### config.mk
export PLATFORM = sky130hd
export DESIGN_NAME = multicycle_control_fsm
export DESIGN_NICKNAME = d
export VERILOG_FILES = /design/src/rtl/multicycle_control_fsm.sv
export SDC_FILE = /design/constraint.sdc
export NUM_CORES = 1
export LEC_CHECK = 0
export ABC_AREA = 1
export CORE_UTILIZATION = 25
export DETAILED_ROUTE_END_ITERATION = 10
export PLACE_DENSITY = 0.5
export SLEW_MARGIN = 10
export SYNTH_ARGS = -nofsm -noshare
export SYNTH_HDL_FRONTEND = slang
export SYNTH_SLANG_ARGS = --single-unit
### constraint.sdc
create_clock -name clk -period 2.85 [get_ports clk]
set_clock_uncertainty 0.2 [all_clocks]
set_input_delay 0.57 -clock clk [delete_from_list [all_inputs] [get_ports clk]]
set_output_delay 0.57 -clock clk [all_outputs]
set_load 0.005 [all_outputs]
### src/rtl/multicycle_control_fsm.sv
// Multi-cycle RISC-V control unit: Moore FSM sequencing fetch/decode/execute/writeback,
// with memory-ready stalls (when MEM_HANDSHAKE=1) and a wrapping retired-instruction counter.
module multicycle_control_fsm #(
  parameter bit MEM_HANDSHAKE = 1'b1,
  parameter int INSTRET_W     = 32
) (
  input  logic                 clk,
  input  logic                 rst_n,
  input  logic [6:0]           op,
  input  logic [2:0]           funct3,
  input  logic                 zero,
  input  logic                 mem_ready,
  output logic                 pc_write,
  output logic                 adr_src,
  output logic                 mem_write,
  output logic                 ir_write,
  output logic [1:0]           result_src,
  output logic [1:0]           alu_src_a,
  output logic [1:0]           alu_src_b,
  output logic [1:0]           alu_op,
  output logic [2:0]           imm_src,
  output logic                 reg_write,
  output logic                 illegal_instr,
  output logic [3:0]           state,
  output logic [INSTRET_W-1:0] instret
);

  localparam logic [6:0] OP_LOAD   = 7'b0000011;
  localparam logic [6:0] OP_STORE  = 7'b0100011;
  localparam logic [6:0] OP_RTYPE  = 7'b0110011;
  localparam logic [6:0] OP_ITYPE  = 7'b0010011;
  localparam logic [6:0] OP_BRANCH = 7'b1100011;
  localparam logic [6:0] OP_JAL    = 7'b1101111;
  localparam logic [6:0] OP_LUI    = 7'b0110111;
  localparam logic [INSTRET_W-1:0] INSTRET_ONE = {{(INSTRET_W-1){1'b0}}, 1'b1};

  typedef enum logic [3:0] {
    S_FETCH    = 4'd0,
    S_DECODE   = 4'd1,
    S_MEMADR   = 4'd2,
    S_MEMREAD  = 4'd3,
    S_MEMWB    = 4'd4,
    S_MEMWRITE = 4'd5,
    S_EXECR    = 4'd6,
    S_EXECI    = 4'd7,
    S_ALUWB    = 4'd8,
    S_BRANCH   = 4'd9,
    S_JAL      = 4'd10,
    S_LUI      = 4'd11,
    S_ILLEGAL  = 4'd12
  } state_t;

  state_t               r_state;
  state_t               w_next;
  logic [INSTRET_W-1:0] r_instret;
  logic                 w_ready;
  logic                 w_taken;
  logic                 w_retire;
  logic                 w_pc_write;
  logic                 w_ir_write;
  logic                 w_mem_write;
  logic                 w_reg_write;
  logic                 w_illegal;

  assign w_ready = MEM_HANDSHAKE ? mem_ready : 1'b1;

  always_comb begin
    case (funct3)
      3'b000:  w_taken = zero;
      3'b001:  w_taken = !zero;
      default: w_taken = 1'b0;
    endcase
  end

  always_ff @(posedge clk or negedge rst_n) begin
    if (!rst_n) begin
      r_state   <= S_FETCH;
      r_instret <= '0;
    end else begin
      r_state <= w_next;
      if (w_retire) r_instret <= r_instret + INSTRET_ONE;
    end
  end

  always_comb begin
    w_next      = S_FETCH;
    w_retire    = 1'b0;
    w_pc_write  = 1'b0;
    w_ir_write  = 1'b0;
    w_mem_write = 1'b0;
    w_reg_write = 1'b0;
    w_illegal   = 1'b0;
    adr_src     = 1'b0;
    result_src  = 2'b00;
    alu_src_a   = 2'b00;
    alu_src_b   = 2'b00;
    alu_op      = 2'b00;
    case (r_state)
      S_FETCH: begin
        alu_src_b  = 2'b10;
        result_src = 2'b10;
        w_ir_write = w_ready;
        w_pc_write = w_ready;
        w_next     = w_ready ? S_DECODE : S_FETCH;
      end
      S_DECODE: begin
        // Branch target is computed here so BRANCH can compare while it sits in ALUOut.
        alu_src_a = 2'b01;
        alu_src_b = 2'b01;
        case (op)
          OP_LOAD, OP_STORE: w_next = S_MEMADR;
          OP_RTYPE:          w_next = S_EXECR;
          OP_ITYPE:          w_next = S_EXECI;
          OP_BRANCH:         w_next = S_BRANCH;
          OP_JAL:            w_next = S_JAL;
          OP_LUI:            w_next = S_LUI;
          default:           w_next = S_ILLEGAL;
        endcase
      end
      S_MEMADR: begin
        alu_src_a = 2'b10;
        alu_src_b = 2'b01;
        w_next    = op[5] ? S_MEMWRITE : S_MEMREAD;
      end
      S_MEMREAD: begin
        adr_src = 1'b1;
        w_next  = w_ready ? S_MEMWB : S_MEMREAD;
      end
      S_MEMWB: begin
        result_src  = 2'b01;
        w_reg_write = 1'b1;
        w_retire    = 1'b1;
      end
      S_MEMWRITE: begin
        adr_src     = 1'b1;
        w_mem_write = 1'b1;
        w_retire    = w_ready;
        w_next      = w_ready ? S_FETCH : S_MEMWRITE;
      end
      S_EXECR: begin
        alu_src_a = 2'b10;
        alu_op    = 2'b10;
        w_next    = S_ALUWB;
      end
      S_EXECI: begin
        alu_src_a = 2'b10;
        alu_src_b = 2'b01;
        alu_op    = 2'b10;
        w_next    = S_ALUWB;
      end
      S_ALUWB: begin
        w_reg_write = 1'b1;
        w_retire    = 1'b1;
      end
      S_BRANCH: begin
        alu_src_a  = 2'b10;
        alu_op     = 2'b01;
        w_pc_write = w_taken;
        w_retire   = 1'b1;
      end
      S_JAL: begin
        alu_src_a  = 2'b01;
        alu_src_b  = 2'b10;
        w_pc_write = 1'b1;
        w_next     = S_ALUWB;
      end
      S_LUI: begin
        alu_src_a = 2'b11;
        alu_src_b = 2'b01;
        w_next    = S_ALUWB;
      end
      S_ILLEGAL: w_illegal = 1'b1;
      default:   w_next = S_FETCH;
    endcase
  end

  always_comb begin
    case (op)
      OP_STORE:  imm_src = 3'b001;
      OP_BRANCH: imm_src = 3'b010;
      OP_JAL:    imm_src = 3'b011;
      OP_LUI:    imm_src = 3'b100;
      default:   imm_src = 3'b000;
    endcase
  end

  // Reset masks the enables so FETCH's ready-driven writes cannot leak out during reset.
  assign pc_write      = w_pc_write  & rst_n;
  assign ir_write      = w_ir_write  & rst_n;
  assign mem_write     = w_mem_write & rst_n;
  assign reg_write     = w_reg_write & rst_n;
  assign illegal_instr = w_illegal   & rst_n;
  assign state         = r_state;
  assign instret       = r_instret;

endmodule

==> impl_metrics.csv <==
group,metric,value,unit
critical_path,critPathRequiredTime,2080,ps
timing,tightest_slew,462,ps
critical_path,cpPeakStageDelay,500,ps
status,status,"finished, final reports clean",
floorplanning,dieArea,0.0104,sq mm
timing,rsz0062_at_grt,"no",
critical_path,arrival,1960,ps
critical_path,crit_type,"in -> out",
grt,antenna_found_initial,0,
drt,met3_length,180,um
floorplanning,pin_count,67,
timing,fmax,0.367,GHz
critical_path,crit_top_cell,"clkdlybuf4s50_1",
clocking,cts_buffer_depth,2,
floorplanning,rows,36,
synthesis,yosysTopAreaCellShare,0.361,
job,max_cap_viol_count,0,
synthesis,synthTopCellsByArea,"dfrtp_1, nand2_1, nor2_1",
critical_path,crit_fanout,3,
critical_path,reg2reg_to,"instret[23]$_DFFE_PN0P_",
clocking,htreeDepth,2,
synthesis,ys_ff_latch,36,
final_layout,seq_area,901,sq um
grt,globalRouteTotalUtil,0.136,
synthesis,syn_nets,400,
floorplanning,die_y,102,um
final_layout,multiInputGateArea,0.00137,sq mm
synthesis,ys_types,28,
timing,slew_headroom,0.692,
grt,grt_pass1_vias,2277,
critical_path,regToRegSetupSlack,840,ps
floorplanning,initial_core_util,0.256,
clocking,cts.hold.buffers_added,0,
drt,wl_met1,3310,um
synthesis,synth_edf_count,0,
synthesis,synthArstFlopShare,1.00,
grt,grt_max_degree,37,
synthesis,synth_area,0.00249,sq mm
drt,ant_nets,0,
critical_path,critPathCaptureType,"output pin",
floorplanning,core,0.00973,sq mm
drt,wirelength,6910,um
clocking,cts_sinks,36,
synthesis,synth_warnings,0,
final_layout,diodes,0,
drt,dr_total_vias,2560,
drt,dr_wl_met2,3360,um
placement,gp_congestion,0.814,
final_layout,fin_cells,598,
timing,holdWs,220,ps
synthesis,syn_area_per_cell,6.47,sq um
drt,remaining_drc_errors,0,
grt,grt_pass1_wl,11000,um
critical_path,path_cells,"clkdlybuf4s50_1 -> inv_1 -> o22ai_1 -> a21oi_1 -> nor2_1 -> clkdlybuf4s50_1",
timing,maxSlewViolCount,0,
placement,portBuffers,66,
clocking,clockRootBuffer,"clkbuf_8",
clocking,clock_latency,290,ps
final_layout,area_delta_synth_final,38.3,%
power,powerDensity,535,mW/mm^2
synthesis,yosys-top-cells-count,"nand2_1, nor2_1, inv_1",
clocking,cts_tree,"built",
drt,via_per_inst,4.28,
synthesis,ys.flop_type,"dfrtp_1",
grt,grt_overflow_total,0,
timing,fin_crit,2730,ps
placement,dpl.hpwl,5440,um
final_layout,fill_cells,1087,
floorplanning,fp.dieW,102,um
critical_path,cp-startpoint,"mem_ready",
synthesis,yosysMostFrequentCell,"nand2_1",
power,ir_drop,0.279,mV
drt,drt_iter0_drc,67,
power,p_leak,1.54,nW
placement,pre_cts_slack,-29.1,ps
timing,tns,0,ps
critical_path,path_buf_inv,3,
critical_path,rr_startpoint,"state[1]$_DFF_PN0_",
final_layout,drive_gt1_frac,0.0667,
drt,wire_per_inst,11.6,um
critical_path,endpoint,"pc_write",
drt,dr.pass1.iters,4,
critical_path,path_depth,6,
power,p_total,1.84,mW
clocking,clk_pin_slew,70,ps
timing,hold_viol_final,0,
critical_path,slowest_stage,"clkdlybuf4s50_1",
final_layout,fin_nets,479,
critical_path,critPathTopFamily,"buffers and inverters",
synthesis,yosysTopAreaCell,"dfrtp_1",
timing,setup_slack,123,ps
drt,routed.top_layer,"met4",
clocking,cts-buffers-inserted,5,
critical_path,r2r_cells,8,
synthesis,yosysSeqAreaShare,0.361,
critical_path,cp-start-kind,"input pin",
timing,setup_viol,0,
hold_path,hold_class,"in -> async",
timing,layout_worst_path_cycle_share,0.957,
synthesis,synthCells,385,
placement,place_inst,590,
clocking,cts_setup_buffers,0,
[state kept, by name (all words and copies together), names as in the netlist]
name / count
instret: 32
state: 4
[cell type report]
type | instances | area share
repair buffers | 76 | 0.212
clock buffers | 8 | 0.0261
inverters | 49 | 0.0534
flip-flops and latches | 36 | 0.261
well taps | 133 | 0.0483
multi-input cells | 296 | 0.399
[power breakdown]
part / internal, mW / switching (mW) / total, mW
Sequential: 0.568 / 0.0887 / 0.657
Combinational: 0.352 / 0.453 / 0.805
Clock: 0.197 / 0.184 / 0.381
Total: 1.12 / 0.725 / 1.84
[worst register-to-register path, stage by stage (launching register included)]
cell and delay (ps):
dfrtp_1 480, inv_2 110, nand2_2 80, nor2_4 170, nand2_2 100, nand2_4 330, inv_2 210, o21ai_1 160
nand2_1 60
[per-stage QoR]
step           cell area [sq um]  utilization
2_1_floorplan               2490            -
3_3_place_gp                3350        0.344
3_5_place_dp                3350        0.344
4_1_cts                     3440        0.354
5_1_grt                     3450        0.354
6_report                    3450        0.354
[routing by layer]
layer  global-route usage  vias up
met3               0.0192        6
met1                0.174     1155
met2                0.236       37
met4               0.0429        0
li1                     -     1362
met5                    0        -
[cells in the final DEF, fill, tap and decap left out, drive strengths merged]
cell,netlist,final
xnor2,13,13
a21oi,5,5
ha,1,1
nor4,1,1
dfrtp,36,36
a211oi,1,1
dlymetal6s2s,0,1
dlygate4sd2,0,1
and3,1,1
clkdlybuf4s50,0,63
o22ai,2,2
o211ai,2,2
nor3,6,6
nand4,4,4
clkbuf,0,8
nand2,144,144
buf,4,11
xor2,5,5
nand3,28,28
nand3b,5,5
nor2,68,68
inv,49,49
o21bai,2,2
o21ai,8,8
[kinds of logic (layout without fill, tap and decap cells)]
logic type,Yosys count,in the layout,synth area share
AO/OA/AOI/OAI,20,20,0.0462
XOR/XNOR,18,18,0.0633
adder cells (fa/ha/maj),1,1,0.00502
buffers and inverters,53,133,0.0894
flip-flops,36,36,0.361
AND/OR/NAND/NOR,257,257,0.435
[how the worst min path moves through the flow]
| stage | startpoint | to | slack (ps) | cells past startpoint |
|---|---|---|---|---|
| after floorplan | rst_n | instret[0]$_DFFE_PN0P_ | 70 | 0 |
| after global placement | instret[19]$_DFFE_PN0P_ | instret[19]$_DFFE_PN0P_ | 320 | 1 |
| after detailed placement | instret[19]$_DFFE_PN0P_ | instret[19]$_DFFE_PN0P_ | 310 | 1 |
| after CTS | rst_n | instret[3]$_DFFE_PN0P_ | 250 | 2 |
| after global routing | rst_n | instret[0]$_DFFE_PN0P_ | 260 | 2 |
| final | rst_n | instret[1]$_DFFE_PN0P_ | 220 | 2 |
[repair_timing]
action	CTS	global route
gates resized for setup	1	3
gates cloned	0	0
hold endpoints to repair	0	0
setup endpoints to repair	1	3
No activity file was read; power rests on OpenSTA's default activity.
